`config.mk`:
```
export PLATFORM = sky130hd
export DESIGN_NAME = blake_msg_buffer_flat
export DESIGN_NICKNAME = d
export VERILOG_FILES = /design/src/rtl/blake_msg_buffer_if.sv /design/src/rtl/blake_msg_buffer.sv /design/src/flat_wrapper.sv
export SDC_FILE = /design/constraint.sdc
export NUM_CORES = 1
export LEC_CHECK = 0
export BUFFER_PORTS_ARGS = -buffer_cell sky130_fd_sc_hd__buf_2
export CAP_MARGIN = 20
export CORE_MARGIN = 2
export CORE_UTILIZATION = 45
export CTS_CLUSTER_SIZE = 12
export DETAILED_ROUTE_END_ITERATION = 6
export PLACE_DENSITY = 0.67
export SLEW_MARGIN = 20
export SYNTH_ARGS = -nofsm -noshare
export SYNTH_HDL_FRONTEND = slang
export SYNTH_SLANG_ARGS = --single-unit
```
`constraint.sdc`:
```
create_clock -name clk -period 11.6 [get_ports clk]
set_input_delay 2.32 -clock clk [delete_from_list [all_inputs] [get_ports clk]]
set_output_delay 2.32 -clock clk [all_outputs]
set_load 0.05 [all_outputs]
```
`src/rtl/blake_msg_buffer_if.sv`:
```
// Bundles the host-side word stream and the issue-side block handshake of the BLAKE message buffer.
// Latency: none (wiring only).
// Backpressure: core_ready/blk_valid on the issue side; busy tells the host to stop strobing.
interface blake_msg_buffer_if #(
    parameter int NWORDS = 16,
    parameter int WORD_W = 32,
    parameter int CNT_W  = 64
);
    logic                     init;
    logic                     ld_en;
    logic [WORD_W-1:0]        idata32;
    logic [CNT_W-1:0]         counter;
    logic                     start;
    logic                     core_ready;
    logic [NWORDS*WORD_W-1:0] m_block;
    logic [CNT_W-1:0]         t_out;
    logic                     blk_valid;
    logic                     busy;
    logic [4:0]               wcount;
    logic                     ovf_err;
    logic                     start_err;

    // Host / core side: drives the word stream and the accept strobe, observes status.
    modport master (
        output init, ld_en, idata32, counter, start, core_ready,
        input  m_block, t_out, blk_valid, busy, wcount, ovf_err, start_err
    );

    // Buffer side.
    modport slave (
        input  init, ld_en, idata32, counter, start, core_ready,
        output m_block, t_out, blk_valid, busy, wcount, ovf_err, start_err
    );
endinterface

```
`src/rtl/blake_msg_buffer.sv`:
```
// Double-buffered BLAKE message block assembler: fill buffer collects 16 words, issue buffer offers them.
// Latency: word stored 1 cycle after ld_en; block issued 1 cycle after start registers (pend), 2 from start.
// Backpressure: issue buffer holds while blk_valid && !core_ready; busy stalls the host when full/pending/issued.
module blake_msg_buffer #(
    parameter int NWORDS = 16,
    parameter int WORD_W = 32,
    parameter int CNT_W  = 64
) (
    input  logic clk,
    input  logic rst_n,
    blake_msg_buffer_if.slave bus
);
    logic [WORD_W-1:0]        fill [NWORDS];
    logic [NWORDS*WORD_W-1:0] fill_flat;
    logic [NWORDS*WORD_W-1:0] m_block;
    logic [CNT_W-1:0]         t_out;
    logic                     blk_valid;
    logic [4:0]               wcount;
    logic                     pend;
    logic                     ovf_err;
    logic                     start_err;

    logic full;
    logic accept;
    logic swap;
    logic store;

    assign full   = (wcount == 5'd16);
    assign accept = blk_valid & bus.core_ready;
    // pend is only ever set while full, so a swap always moves a complete block.
    assign swap   = pend & (~blk_valid | accept);
    assign store  = bus.ld_en & ~full & ~bus.init;

    // Flatten the fill buffer so word0 lands in the most significant slot.
    always_comb begin
        fill_flat = '0;
        for (int i = 0; i < NWORDS; i++) begin
            fill_flat[(NWORDS-1-i)*WORD_W +: WORD_W] = fill[i];
        end
    end

    // Fill buffer storage; contents are only meaningful below wcount, so no reset is needed.
    always_ff @(posedge clk) begin
        if (store) begin
            fill[wcount[3:0]] <= bus.idata32;
        end
    end

    // Control and issue-buffer state; a swap takes priority over the fill-side updates it would conflict with.
    always_ff @(posedge clk or negedge rst_n) begin
        if (!rst_n) begin
            m_block   <= '0;
            t_out     <= '0;
            blk_valid <= 1'b0;
            wcount    <= 5'd0;
            pend      <= 1'b0;
            ovf_err   <= 1'b0;
            start_err <= 1'b0;
        end else if (bus.init) begin
            m_block   <= '0;
            t_out     <= '0;
            blk_valid <= 1'b0;
            wcount    <= 5'd0;
            pend      <= 1'b0;
            ovf_err   <= 1'b0;
            start_err <= 1'b0;
        end else begin
            if (swap) begin
                m_block   <= fill_flat;
                t_out     <= bus.counter;
                blk_valid <= 1'b1;
                wcount    <= 5'd0;
                pend      <= 1'b0;
            end else begin
                if (accept) begin
                    blk_valid <= 1'b0;
                end
                if (bus.start && full) begin
                    pend <= 1'b1;
                end
                if (bus.ld_en && !full) begin
                    wcount <= wcount + 5'd1;
                end
            end
            // Words arriving at full (including the swap cycle) are dropped and flagged.
            if (bus.ld_en && full) begin
                ovf_err <= 1'b1;
            end
            if (bus.start && !full) begin
                start_err <= 1'b1;
            end
        end
    end

    assign bus.m_block   = m_block;
    assign bus.t_out     = t_out;
    assign bus.blk_valid = blk_valid;
    assign bus.wcount    = wcount;
    assign bus.ovf_err   = ovf_err;
    assign bus.start_err = start_err;
    assign bus.busy      = full | pend | blk_valid;
endmodule

```
`src/flat_wrapper.sv`:
```
// flat-port wrapper written by rule: the top's interface ports become plain ports
module blake_msg_buffer_flat 
#(
    parameter int NWORDS = 16,
    parameter int WORD_W = 32,
    parameter int CNT_W  = 64
)
  (clk, rst_n, bus_init, bus_ld_en, bus_idata32, bus_counter, bus_start, bus_core_ready, bus_m_block, bus_t_out, bus_blk_valid, bus_busy, bus_wcount, bus_ovf_err, bus_start_err);
  blake_msg_buffer_if #(.NWORDS(NWORDS), .WORD_W(WORD_W), .CNT_W(CNT_W)) bus_i ();
  input  logic clk;
  input  logic rst_n;
  input wire logic [$bits(bus_i.init)-1:0] bus_init;
  input wire logic [$bits(bus_i.ld_en)-1:0] bus_ld_en;
  input wire logic [$bits(bus_i.idata32)-1:0] bus_idata32;
  input wire logic [$bits(bus_i.counter)-1:0] bus_counter;
  input wire logic [$bits(bus_i.start)-1:0] bus_start;
  input wire logic [$bits(bus_i.core_ready)-1:0] bus_core_ready;
  output wire logic [$bits(bus_i.m_block)-1:0] bus_m_block;
  output wire logic [$bits(bus_i.t_out)-1:0] bus_t_out;
  output wire logic [$bits(bus_i.blk_valid)-1:0] bus_blk_valid;
  output wire logic [$bits(bus_i.busy)-1:0] bus_busy;
  output wire logic [$bits(bus_i.wcount)-1:0] bus_wcount;
  output wire logic [$bits(bus_i.ovf_err)-1:0] bus_ovf_err;
  output wire logic [$bits(bus_i.start_err)-1:0] bus_start_err;
  assign bus_i.init = bus_init;
  assign bus_i.ld_en = bus_ld_en;
  assign bus_i.idata32 = bus_idata32;
  assign bus_i.counter = bus_counter;
  assign bus_i.start = bus_start;
  assign bus_i.core_ready = bus_core_ready;
  assign bus_m_block = bus_i.m_block;
  assign bus_t_out = bus_i.t_out;
  assign bus_blk_valid = bus_i.blk_valid;
  assign bus_busy = bus_i.busy;
  assign bus_wcount = bus_i.wcount;
  assign bus_ovf_err = bus_i.ovf_err;
  assign bus_start_err = bus_i.start_err;
  blake_msg_buffer #(.NWORDS(NWORDS), .WORD_W(WORD_W), .CNT_W(CNT_W)) u_core (.clk(clk), .rst_n(rst_n), .bus(bus_i));
endmodule
```
==> flow_summary.yaml <==
outcome:
  status: "finished, final reports clean"
logic_synthesis:
  synth-compound-area-share_pct: 14.03
  synth_top_family_by_area: "compound AO/OA/AOI/OAI gates"
  async_reset_ff_share_pct: 53.33
  synth.distinct_cells: 30
  synth_xor_area_share_pct: 0.04813
  syn_area_sq_um: 36390
  synth_edf_count: 512
  syn_avg_cell_area_sq_um: 19.44
  synth_ff_type: "dfrtp_1"
  syn_nets: 1978
  yosys-top-cells-area: "edfxtp_1 42%, dfrtp_1 40%, a22o_1 14%"
  ys_warn_count: 0
  yosysTopAreaCell: "edfxtp_1"
  synth_top_area_share_pct: 42.25
  yosys.area_share.simple_pct: 0.6910
  synthMuxAreaShare_pct: 0
  synth-seq-cells: 1097
  synthCells: 1872
  synth_adder_area_share_pct: 0.1375
  ys_seq_area_share_pct: 82.47
critical_path:
  critPathSlowestCell: "nor4bb_1"
  path_buf_inv: 3
  crit_family: "buffers and inverters"
  slowest_delay_ns: 0.45
  end_kind: "output pin"
  path_cells: "inv_1, ha_1, nor4bb_1, buf_4, or3_1, buf_2"
  critPathMaxFanout: 9
  r2r_cells: 6
  crit_type: "flip-flop to output pin"
  cp.arrival_ns: 2.51
  cp.depth: 6
  startpoint_type: "flip-flop"
  crit_required_ns: 9.28
  r2r-start: "u_core.bus.blk_valid"
  startpoint: "u_core.bus.wcount[0]"
sta:
  maxSlewHeadroom_pct: 19.36
  skew_ns: 0.03190
  tns_ns: 0
  setup_violations: 0
  period_share_pct: 41.62
  hold_violations: 0
  slew_viol_final: 0
  tightest_slew_ns: 1.210
  rsz0062_at_grt: "false"
  period_needed_ns: 4.828
  max_freq_mhz: 207.1
floorplan:
  io_pins: 687
  core-area_sq_um: 80290
  start_util_pct: 45.33
  std_cell_rows: 104
  dieArea_sq_um: 83170
  die_h_um: 288.4
  die_x_um: 288.4
clocking:
  numCtsBuffers: 108
  ctsResizeCount: 0
  tritoncts: "built"
  path_clk_slew_ns: 0.06
  postCtsHoldBufs: 0
  post-cts-setup-buffer-count: 0
  clockRootBuffer: "clkbuf_16"
  cts_max_path_buffers: 3
  clk_latency_ns: 0.67
  htree_num_levels: 3
  clock-sinks: 1097
power:
  p_int_mw: 6.016
  sw_frac_of_total_pct: 20.89
  p_comb_share_pct: 2.1
  powerDensity_nw_per_um2: 172.7
  finalPower_mw: 7.604
  seq_power_share_pct: 53.8
  ir_drop_uv: 128.2
  power.share.clock_pct: 44.1
  p_switching_mw: 1.588
  p_leak_nw: 20.28
global_route:
  grt.overflow.total: 0
  antenna_found_initial: 3
  grt_max_degree: 220
  grt_pass1_vias: 21085
  track_usage_pct: 23.14
  grt_pass1_wl_um: 142800
job:
  cap_viol_max_count: 0
layout:
  final_cell_mix: "685 x buf_2, 585 x dfrtp_1, 576 x a22o_1, 512 x edfxtp_1, 109 x clkbuf_16"
  post-route-util_pct: 54.83
  nFillCells: 6247
  layout-drive-gt1-share_pct: 32.78
  final_common_cell: "buf_2"
  multi_input_area_sq_um: 5525
  regArea_sq_um: 30010
  antenna_cells: 0
  layout.nets: 2676
  finalNonFillerCells: 3723
  synthToLayoutAreaGrowth_pct: 20.96
  fin_area_sq_um: 44020
drt:
  routedWlPerCell_um: 26.45
  drc: 0
  vias: 20865
  drt-pass1-iter-count: 5
  totalWireLength_um: 98460
  vias_per_cell: 5.604
  drt_iter0_drc: 1781
  ant_nets: 0
placed_design:
  placed_cell_area_sq_um: 40630
  placed_cells: 3520
  io_buffer_count: 686
  gp_congestion: 0.8054
  hpwl_um: 60560
worst_hold_path:
  min_path_type: "flip-flop to flip-flop"
  whs_path_depth: 1
  min_from: "u_core.fill[6][6]"
[cell usage after synthesis (all sizes together), types with 4 or more instances]
| library cell | count |
|---|---|
| a21oi | 8 |
| a22o | 576 |
| buf | 125 |
| clkbuf | 7 |
| dfrtp | 585 |
| edfxtp | 512 |
| ha | 4 |
| inv | 5 |
| nand2 | 5 |
| nand2b | 6 |
| nor2 | 11 |
| nor3 | 4 |
[path summary, 6_finish.rpt]
| kind | end | slack, ns |
|---|---|---|
| setup reg to reg | u_core.bus.t_out[39] | 8.14 |
| hold / removal | u_core.bus.m_block[294] | 0.46 |
| min in group asynchronous | u_core.bus.m_block[507] | 1.66 |
| setup / recovery | bus_busy | 6.77 |
| hold reg to reg | u_core.bus.m_block[294] | 0.46 |
| max in group asynchronous | u_core.bus.m_block[8] | 7.55 |
[logic make-up after synthesis]
family / count (synthesis)
adder cells (fa/ha/maj): 4
AO/OA/AOI/OAI: 587
flip-flops: 1097
buffers and inverters: 137
AND/OR/NAND/NOR: 45
XOR/XNOR: 2
[metal layers]
layer  vias up  wire length (um)  track usage, %
li1       8778                 -               -
met5         -                 0               0
met2       956             47860           36.88
met1     10963             38900           30.77
met3       168              8263           5.900
met4         0              3435           8.912
[cell type report]
class / instances / share of cell area, %
Clock buffer: 189 / 7.151
Clock inverter: 14 / 0.5428
Inverter: 5 / 0.04263
Multi-Input combinational cell: 638 / 12.55
Sequential cell: 1097 / 68.18
Tap cell: 1060 / 3.013
Timing Repair Buffer: 720 / 8.524
[metrics by stage]
stage,worst slack (ns),hold WS [ns]
finish,6.772,0.4558
global route,6.652,0.4671
detailed placement,6.258,0.4567
global placement,6.358,0.4505
floorplan,5.285,0.4488
CTS,6.753,0.4658
[power by group through the flow]
stage	combinational (mW)	clock [mW]	sequential, mW
after floorplan	0.0405	0	4.17
after global placement	0.162	0	4.17
after detailed placement	0.166	0	4.17
after CTS	0.166	3.41	4.09
after global routing	0.178	3.56	4.09
final	0.162	3.35	4.09
[sequential cells by signal, indices dropped and copies added, names as in the netlist]
| register | count |
|---|---|
| u_core.bus.t_out | 64 |
| u_core.bus.start_err | 1 |
| u_core.bus.m_block | 512 |
| u_core.fill | 512 |
| u_core.bus.ovf_err | 1 |
| u_core.pend | 1 |
| u_core.bus.wcount | 5 |
| u_core.bus.blk_valid | 1 |
Note: power is estimated with default switching activity, not from simulation.
